===== config.mk =====
export PLATFORM = sky130hd
export DESIGN_NAME = mux_scan_n_flat
export DESIGN_NICKNAME = d
export VERILOG_FILES = /design/src/rtl/mux_scan_n_if.sv /design/src/rtl/mux_scan_n.sv /design/src/flat_wrapper.sv
export SDC_FILE = /design/constraint.sdc
export NUM_CORES = 1
export LEC_CHECK = 0
export BUFFER_PORTS_ARGS = -buffer_cell sky130_fd_sc_hd__clkbuf_2
export CAP_MARGIN = 15
export CORE_MARGIN = 2
export CORE_UTILIZATION = 45
export CTS_CLUSTER_SIZE = 16
export DETAILED_ROUTE_END_ITERATION = 7
export GPL_TIMING_DRIVEN = 0
export PLACE_DENSITY = 0.76
export SETUP_SLACK_MARGIN = 0.02
export SYNTH_ARGS = -nofsm -noshare
export SYNTH_HDL_FRONTEND = slang
export SYNTH_SLANG_ARGS = --single-unit

===== constraint.sdc =====
create_clock -name clk -period 4.33 [get_ports clk]
set_clock_uncertainty 0.2 [all_clocks]
set_input_delay 0.433 -clock clk [delete_from_list [all_inputs] [get_ports clk]]
set_output_delay 0.433 -clock clk [all_outputs]
set_load 0.05 [all_outputs]

===== src/rtl/mux_scan_n_if.sv =====
// Channel bus for mux_scan_n: packed inputs, select/mode/enable in,
// registered data/channel/valid/wrap out. master drives, slave is the mux.
interface mux_scan_n_if #(
  parameter int N = 8,
  parameter int W = 4
);
  localparam int SW = $clog2(N);

  logic [N*W-1:0] in_data;
  logic [SW-1:0]  in_sel;
  logic           in_mode;
  logic           in_en;
  logic [W-1:0]   out_data;
  logic [SW-1:0]  out_ch;
  logic           out_valid;
  logic           out_wrap;

  modport master (
    output in_data, in_sel, in_mode, in_en,
    input  out_data, out_ch, out_valid, out_wrap
  );

  modport slave (
    input  in_data, in_sel, in_mode, in_en,
    output out_data, out_ch, out_valid, out_wrap
  );
endinterface


===== src/rtl/mux_scan_n.sv =====
// N:1 W-bit mux with registered output; manual select or auto scan
// dwelling HOLD cycles per channel. Ports: clk, rst_n, bus (slave).
module mux_scan_n #(
  parameter int N    = 8,
  parameter int W    = 4,
  parameter int HOLD = 4
) (
  input logic         clk,
  input logic         rst_n,
  mux_scan_n_if.slave bus
);
  localparam int SW = $clog2(N);
  localparam int CW = (HOLD > 1) ? $clog2(HOLD) : 1;
  localparam logic [SW:0]   NUM    = (SW+1)'(N);
  localparam logic [SW-1:0] LAST   = SW'(N - 1);
  localparam logic [CW-1:0] CNTEND = CW'(HOLD - 1);

  typedef enum logic [1:0] {
    IDLE,
    MANUAL,
    SCAN
  } state_t;

  logic [W-1:0]  ch [N];
  logic [SW-1:0] scanCh;
  logic [CW-1:0] cnt;
  state_t        state;

  for (genvar k = 0; k < N; k++) begin : g_unpack
    assign ch[k] = bus.in_data[k*W +: W];
  end

  always_comb begin
    state = IDLE;
    unique case (1'b1)
      !bus.in_en:                 state = IDLE;
      bus.in_en && !bus.in_mode:  state = MANUAL;
      bus.in_en && bus.in_mode:   state = SCAN;
      default:                    state = IDLE;
    endcase
  end

  always_ff @(posedge clk or negedge rst_n) begin
    if (!rst_n) begin
      bus.out_data  <= '0;
      bus.out_ch    <= '0;
      bus.out_valid <= 1'b0;
      bus.out_wrap  <= 1'b0;
      scanCh        <= '0;
      cnt           <= '0;
    end else begin
      bus.out_wrap <= 1'b0;
      unique case (state)
        IDLE: begin
          bus.out_valid <= 1'b0;
          cnt           <= '0;
        end
        MANUAL: begin
          cnt        <= '0;
          bus.out_ch <= bus.in_sel;
          // select codes beyond N-1 only exist when N is not 2^k
          if ({1'b0, bus.in_sel} < NUM) begin
            bus.out_data  <= ch[bus.in_sel];
            bus.out_valid <= 1'b1;
          end else begin
            bus.out_data  <= '0;
            bus.out_valid <= 1'b0;
          end
        end
        SCAN: begin
          bus.out_data  <= ch[scanCh];
          bus.out_ch    <= scanCh;
          bus.out_valid <= 1'b1;
          if (cnt == CNTEND) begin
            cnt <= '0;
            if (scanCh == LAST) begin
              scanCh       <= '0;
              bus.out_wrap <= 1'b1;
            end else begin
              scanCh <= scanCh + 1'b1;
            end
          end else begin
            cnt <= cnt + 1'b1;
          end
        end
        default: begin
          bus.out_valid <= 1'b0;
          cnt           <= '0;
        end
      endcase
    end
  end
endmodule


===== src/flat_wrapper.sv =====
// flat-port wrapper written by rule: the top's interface ports become plain ports
module mux_scan_n_flat 
#(
  parameter int N    = 8,
  parameter int W    = 4,
  parameter int HOLD = 4
)
  (clk, rst_n, bus_in_data, bus_in_sel, bus_in_mode, bus_in_en, bus_out_data, bus_out_ch, bus_out_valid, bus_out_wrap);
  mux_scan_n_if #(.N(N), .W(W)) bus_i ();
  input logic clk;
  input logic rst_n;
  input wire logic [$bits(bus_i.in_data)-1:0] bus_in_data;
  input wire logic [$bits(bus_i.in_sel)-1:0] bus_in_sel;
  input wire logic [$bits(bus_i.in_mode)-1:0] bus_in_mode;
  input wire logic [$bits(bus_i.in_en)-1:0] bus_in_en;
  output wire logic [$bits(bus_i.out_data)-1:0] bus_out_data;
  output wire logic [$bits(bus_i.out_ch)-1:0] bus_out_ch;
  output wire logic [$bits(bus_i.out_valid)-1:0] bus_out_valid;
  output wire logic [$bits(bus_i.out_wrap)-1:0] bus_out_wrap;
  assign bus_i.in_data = bus_in_data;
  assign bus_i.in_sel = bus_in_sel;
  assign bus_i.in_mode = bus_in_mode;
  assign bus_i.in_en = bus_in_en;
  assign bus_out_data = bus_i.out_data;
  assign bus_out_ch = bus_i.out_ch;
  assign bus_out_valid = bus_i.out_valid;
  assign bus_out_wrap = bus_i.out_wrap;
  mux_scan_n #(.N(N), .W(W), .HOLD(HOLD)) u_core (.clk(clk), .rst_n(rst_n), .bus(bus_i));
endmodule

== Word-level counts from Yosys, hierarchy flattened ==
Index checks and enable logic that the tools add are counted.
Widths: inputs -> output; s select.
Storage, ports and cells
  flip-flop bits (word level): 14
  input port bits: 39
  word-level logic and storage cells: 38
  memories: 0
  memory bits (writable): 0
  output and inout bits: 9
  bits in read-only memories: 0
  bits in latches: 0
Operators by class
  bitwise logic cells: 2
  add/sub/neg operators: 2
  $mul: 0
  muxes and demuxes: 16
  shift-type cells: 0
  reduce and logical (&&, ||, !) cells: 6
  $lt $le $gt $ge: 2
  div/mod/pow operators: 0
  equal/unequal tests: 4
Operators by type and width (count)
  $bmux 4 s3: 2
  $mux 4: 4
  $ge 4x4->1 const B: 2
  $not 3->4: 2
  $pmux 4 s2: 1
  $pmux 3 s2: 1
  $eq 2x2->1 const B: 2
  $mux 1: 4
  $mux 2: 2
  $pmux 2 s2: 1
  $add 3x1->3 const B: 1
  $eq 3x3->1 const B: 1
  $mux 3: 1
  $add 2x1->2 const B: 1
  $eq 2x1->1 const B: 1
  $logic_and 1x1->1: 2
  $reduce_and 2->1: 1
  $reduce_bool 2->1: 1
  $reduce_or 2->1: 1
  $logic_not 1->1: 1

== Logic depth before layout (Yosys ltp) ==
  depth after elaboration: 6
  mapped depth: 6
  gate-level depth less buffers: 5

== Worst setup path before layout ==
Ideal clock, no wire load.
  kind: input -> register
  start: in bus_in_sel[0]
  end: reg u_core.bus.out_data[2]
  arrival time: 1591 ps
  setup slack: 2413 ps
  path buffers: 2
  library setup time: 126 ps
  data required time: 4004 ps
  cell stages on the path: 5
  cell sequence: buf_6 -> buf_12 -> mux4_2 -> nor3b_1 -> o32a_1
On the way
  longest elaborated chain between the ends: 5
Ends and longest elaborated chain
  start, declared: RTL line flat_wrapper.sv:13  | input wire logic [$bits(bus_i.in_sel)-1:0] bus_in_sel;
  $not 3->4 (not written as such): RTL line mux_scan_n.sv:63  | bus.out_data <= ch[bus.in_sel];
  $bmux 4 s3: RTL line mux_scan_n.sv:63
  $mux 4 (not written as such) (2 in series): RTL line mux_scan_n.sv:63
  $pmux 4 s2: RTL line mux_scan_n.sv:53  | unique case (state)
  end signal, assigned: RTL line mux_scan_n.sv:63
  end signal, assigned: RTL line mux_scan_n.sv:71  | bus.out_data <= ch[scanCh];
  end, declared: RTL line mux_scan_n_if.sv:25  | output out_data, out_ch, out_valid, out_wrap
Every way passes these cells. The select of a mux whose other input is x is not followed.
A chain may end at the register's enable or synchronous reset.

== Worst setup path after layout ==
  start: reg u_core.scanCh[0]
  end: reg u_core.bus.out_data[0]
On the way
  longest elaborated chain between the ends: 5
Ends and longest elaborated chain
  start, declared: RTL line mux_scan_n.sv:25  | logic [SW-1:0] scanCh;
  start signal, assigned: RTL line mux_scan_n.sv:80  | scanCh <= scanCh + 1'b1;
  $not 3->4 (not written as such): RTL line mux_scan_n.sv:71
  $bmux 4 s3: RTL line mux_scan_n.sv:71
  $mux 4 (not written as such) (2 in series): RTL line mux_scan_n.sv:71
  $pmux 4 s2: RTL line mux_scan_n.sv:53
Every way passes these cells. The select of a mux whose other input is x is not followed.

==> impl_results.md <==
- Status: finished clean
- Maxcap violations: 0
- R2R Setup Slk: 2.19 ns
- CTS tree: yes
- VDD IR max: 0.197 mV
- Slew Limit Fails: 0
- CTS sink count: 14
- Area of the multi-input gates: 718 um^2
- CP Capture Type: flip-flop
- Met2 global-route usage: 34.9%
- Final period util: around half
- All-Layer GR Usage: 21.8%
- Die footprint: 0.00295 mm^2
- Register bit total from synthesis: 14
- I/O Buffers: 45
- Mapped Area: 0.00114 mm^2
- Ant diodes: 0
- Maximum clock path buffer count: 2
- Switching power of the nets: 0.000126 W
- Power per cell area: 262 mW/mm^2
- Area share of the largest cell type after synthesis: 30.7%
- Syn Inst Count: 104
- Drt pass-1 iters: 4
- Die height: 54.3 um
- Clock Tree Root: clkbuf_4
- Final setup vio count: 0
- Yosys cell types: 26
- Routing usage on met3: 2.46%
- Max Freq: 468 MHz
- Clock Pin Slew Worst Setup and Hold Paths: around 0.080 ns
- Share of cells above drive strength 1: 41.6%
- Vias per cell: 5.70
- Gr ovfl total: 0
- RSZ-0062 raised after global routing: false
- Post-CTS resize count: 0
- P_leak: 0.691 nW
- Final hold violation count: 0
- Comb power frac: 36.6%
- Final ANT Viol Nets: 0
- Core Rows: 18
- CTS Buf Count: 3
- Worst hold path type: reg2reg
- Routed vias: 1048
- Actual slew at the worst max-slew pin: about 0.52 ns
- Rel. slew slack: between 60% and 70%
- I/O pins: 48
- Accumulated negative setup slack: 0 ns
- Layout Utilization: 59.6%
- Met1 track demand over resource: between 20% and 30%
- Initial antenna violation count: 0
- Crit path kind: reg2reg
- Most frequent cells in the layout: 45 x clkbuf_2, 14 x dfrtp_1, 10 x mux2i_1, 9 x nor2b_1, 6 x nor3_1
- Yosys warnings: 0
- GP Congestion: 0.808
- # Post-CTS Setup Buffers: 0
- Layout area overhead: 27.1%
- Critical Path Start Type: flip-flop
- Area of the core region: 0.00243 mm^2
- Register area share after synthesis: 30.7%
- Clock latency on the worst-skew pair: 0.29 ns
- DRC: 0
- Fillers: 219
- First-pass GRT wire length: 4590 um
- Sequential share of power: 38.5%
- Worst Path Arrival: 2.11 ns
- Mapped Nets: 146
- Post-detail-place hpwl: 2330 um
- Number of global-route vias before repair: 1036
- WHS: 0.241 ns
- WP data required: about 4.3 ns
- Synth area leader: dfrtp_1
- Fin nets: 197
- Switching part of the total: 33.4%
- Max H-tree Level: 1
- Largest net degree at the start of global routing: 15
- Final min period: 2.14 ns
- Final wirelength: 2940 um
- DRT iter0 DRCs: 9
- Worst Path Max Fanout: 10
- Internal power consumption: 0.000253 W
- GRT busiest layer: met2
- Tot Pwr: 0.000379 W
- Wire length per cell: 16.0 um
- Most common cell after layout, fill and taps aside: clkbuf_2
- Clk pwr share: 24.8%
- Register Area: 350 um^2
- Largest cells by area after synthesis: dfrtp_1 31%, mux4_2 9.9%, mux2i_1 8.8%, mux4_1 6.9%, mux2_2 4.9%
- Die Width: roughly 54 um
- Syn Area/Cell: 11.0 um^2
- Initial core utilization: a little under half
==> worst max-delay path, stage by stage, from the launching register on <==
cell     delay [ns]
dfrtp_1        0.35
buf_2          0.28
buf_2          0.30
mux2_2         0.37
o21ai_0        0.17
nor3_1         0.07
o32a_1         0.29
==> cells in the mapped netlist <==
| cell type | n |
|---|---|
| a2111oi_0 | 4 |
| a21o_1 | 1 |
| a21oi_1 | 4 |
| and3_1 | 1 |
| buf_12 | 1 |
| buf_2 | 2 |
| buf_4 | 1 |
| buf_6 | 1 |
| clkbuf_1 | 5 |
| dfrtp_1 | 14 |
| ha_1 | 3 |
| inv_1 | 1 |
| mux2_2 | 5 |
| mux2i_1 | 10 |
| mux4_1 | 3 |
| mux4_2 | 5 |
| nand2_1 | 4 |
| nand2b_1 | 2 |
| nand3_1 | 1 |
| nor2_1 | 4 |
| nor2b_1 | 9 |
| nor3_1 | 6 |
| nor3b_1 | 4 |
| o21ai_0 | 5 |
| o221ai_1 | 4 |
| o32a_1 | 4 |
==> state kept, by name, summed over array words and instances (netlist names) <==
| signal | cells |
|---|---|
| u_core.cnt | 2 |
| u_core.bus.out_valid | 1 |
| u_core.bus.out_data | 4 |
| u_core.bus.out_ch | 3 |
| u_core.bus.out_wrap | 1 |
| u_core.scanCh | 3 |
==> final timing paths <==
check	end	cells past startpoint	from
worst max register to register	u_core.bus.out_data[0]	6	u_core.scanCh[0]
worst min register to register	u_core.cnt[0]	1	u_core.cnt[0]
worst max-delay path	u_core.bus.out_data[0]	6	u_core.scanCh[0]
worst min-delay path	u_core.cnt[0]	1	u_core.cnt[0]
max in group asynchronous	u_core.scanCh[1]	2	rst_n
min in group asynchronous	u_core.cnt[1]	2	rst_n
==> metal layers <==
metal / vias up / wire length, um
li1: 513 / -
met3: 7 / 163
met5: - / 0
met1: 495 / 1350
met4: 0 / 63
met2: 33 / 1360
==> through the flow <==
step | worst slack, ns | instances | instance area (um^2)
after CTS | 2.20 | 184 | 1450
after detailed placement | 2.20 | 179 | 1400
after global routing | 2.13 | 184 | 1450
final | 2.19 | 184 | 1450
after floorplan | 2.41 | 104 | 1140
after global placement | 2.24 | 179 | 1400
==> repair_timing <==
item                       CTS  global route
hold buffers                 1             0
hold endpoints to repair    14             0
setup endpoints to repair    0             0
==> cells by family (layout without fill, tap and decap cells) <==
group | Yosys count | count (layout) | synth area share (%)
DFF | 14 | 14 | 30.7
adders and majority gates | 3 | 3 | 3.29
muxes | 23 | 23 | 30.5
AOI/OAI and AO/OA | 22 | 22 | 14.3
and+or+nand+nor | 31 | 31 | 14.9
buffers and inverters | 11 | 61 | 6.26
==> final cells by class <==
class,instances,area share (%)
plain buffers,10,4.66
clock buffers,4,2.50
inverters,1,0.259
multi-input cells,79,49.6
flip-flops and latches,14,24.2
well taps,30,2.59
repair buffers,46,16.2
==> power groups by stage <==
stage	Clock [W]	Combinational, W	Sequential (W)
4_1_cts	0.0000964	0.000139	0.000146
3_5_place_dp	0	0.000138	0.000149
2_1_floorplan	0	0.0000660	0.000176
6_report	0.0000941	0.000139	0.000146
3_3_place_gp	0	0.000135	0.000148
5_1_grt	0.000102	0.000148	0.000147
Note: power is estimated with default switching activity, not from simulation.
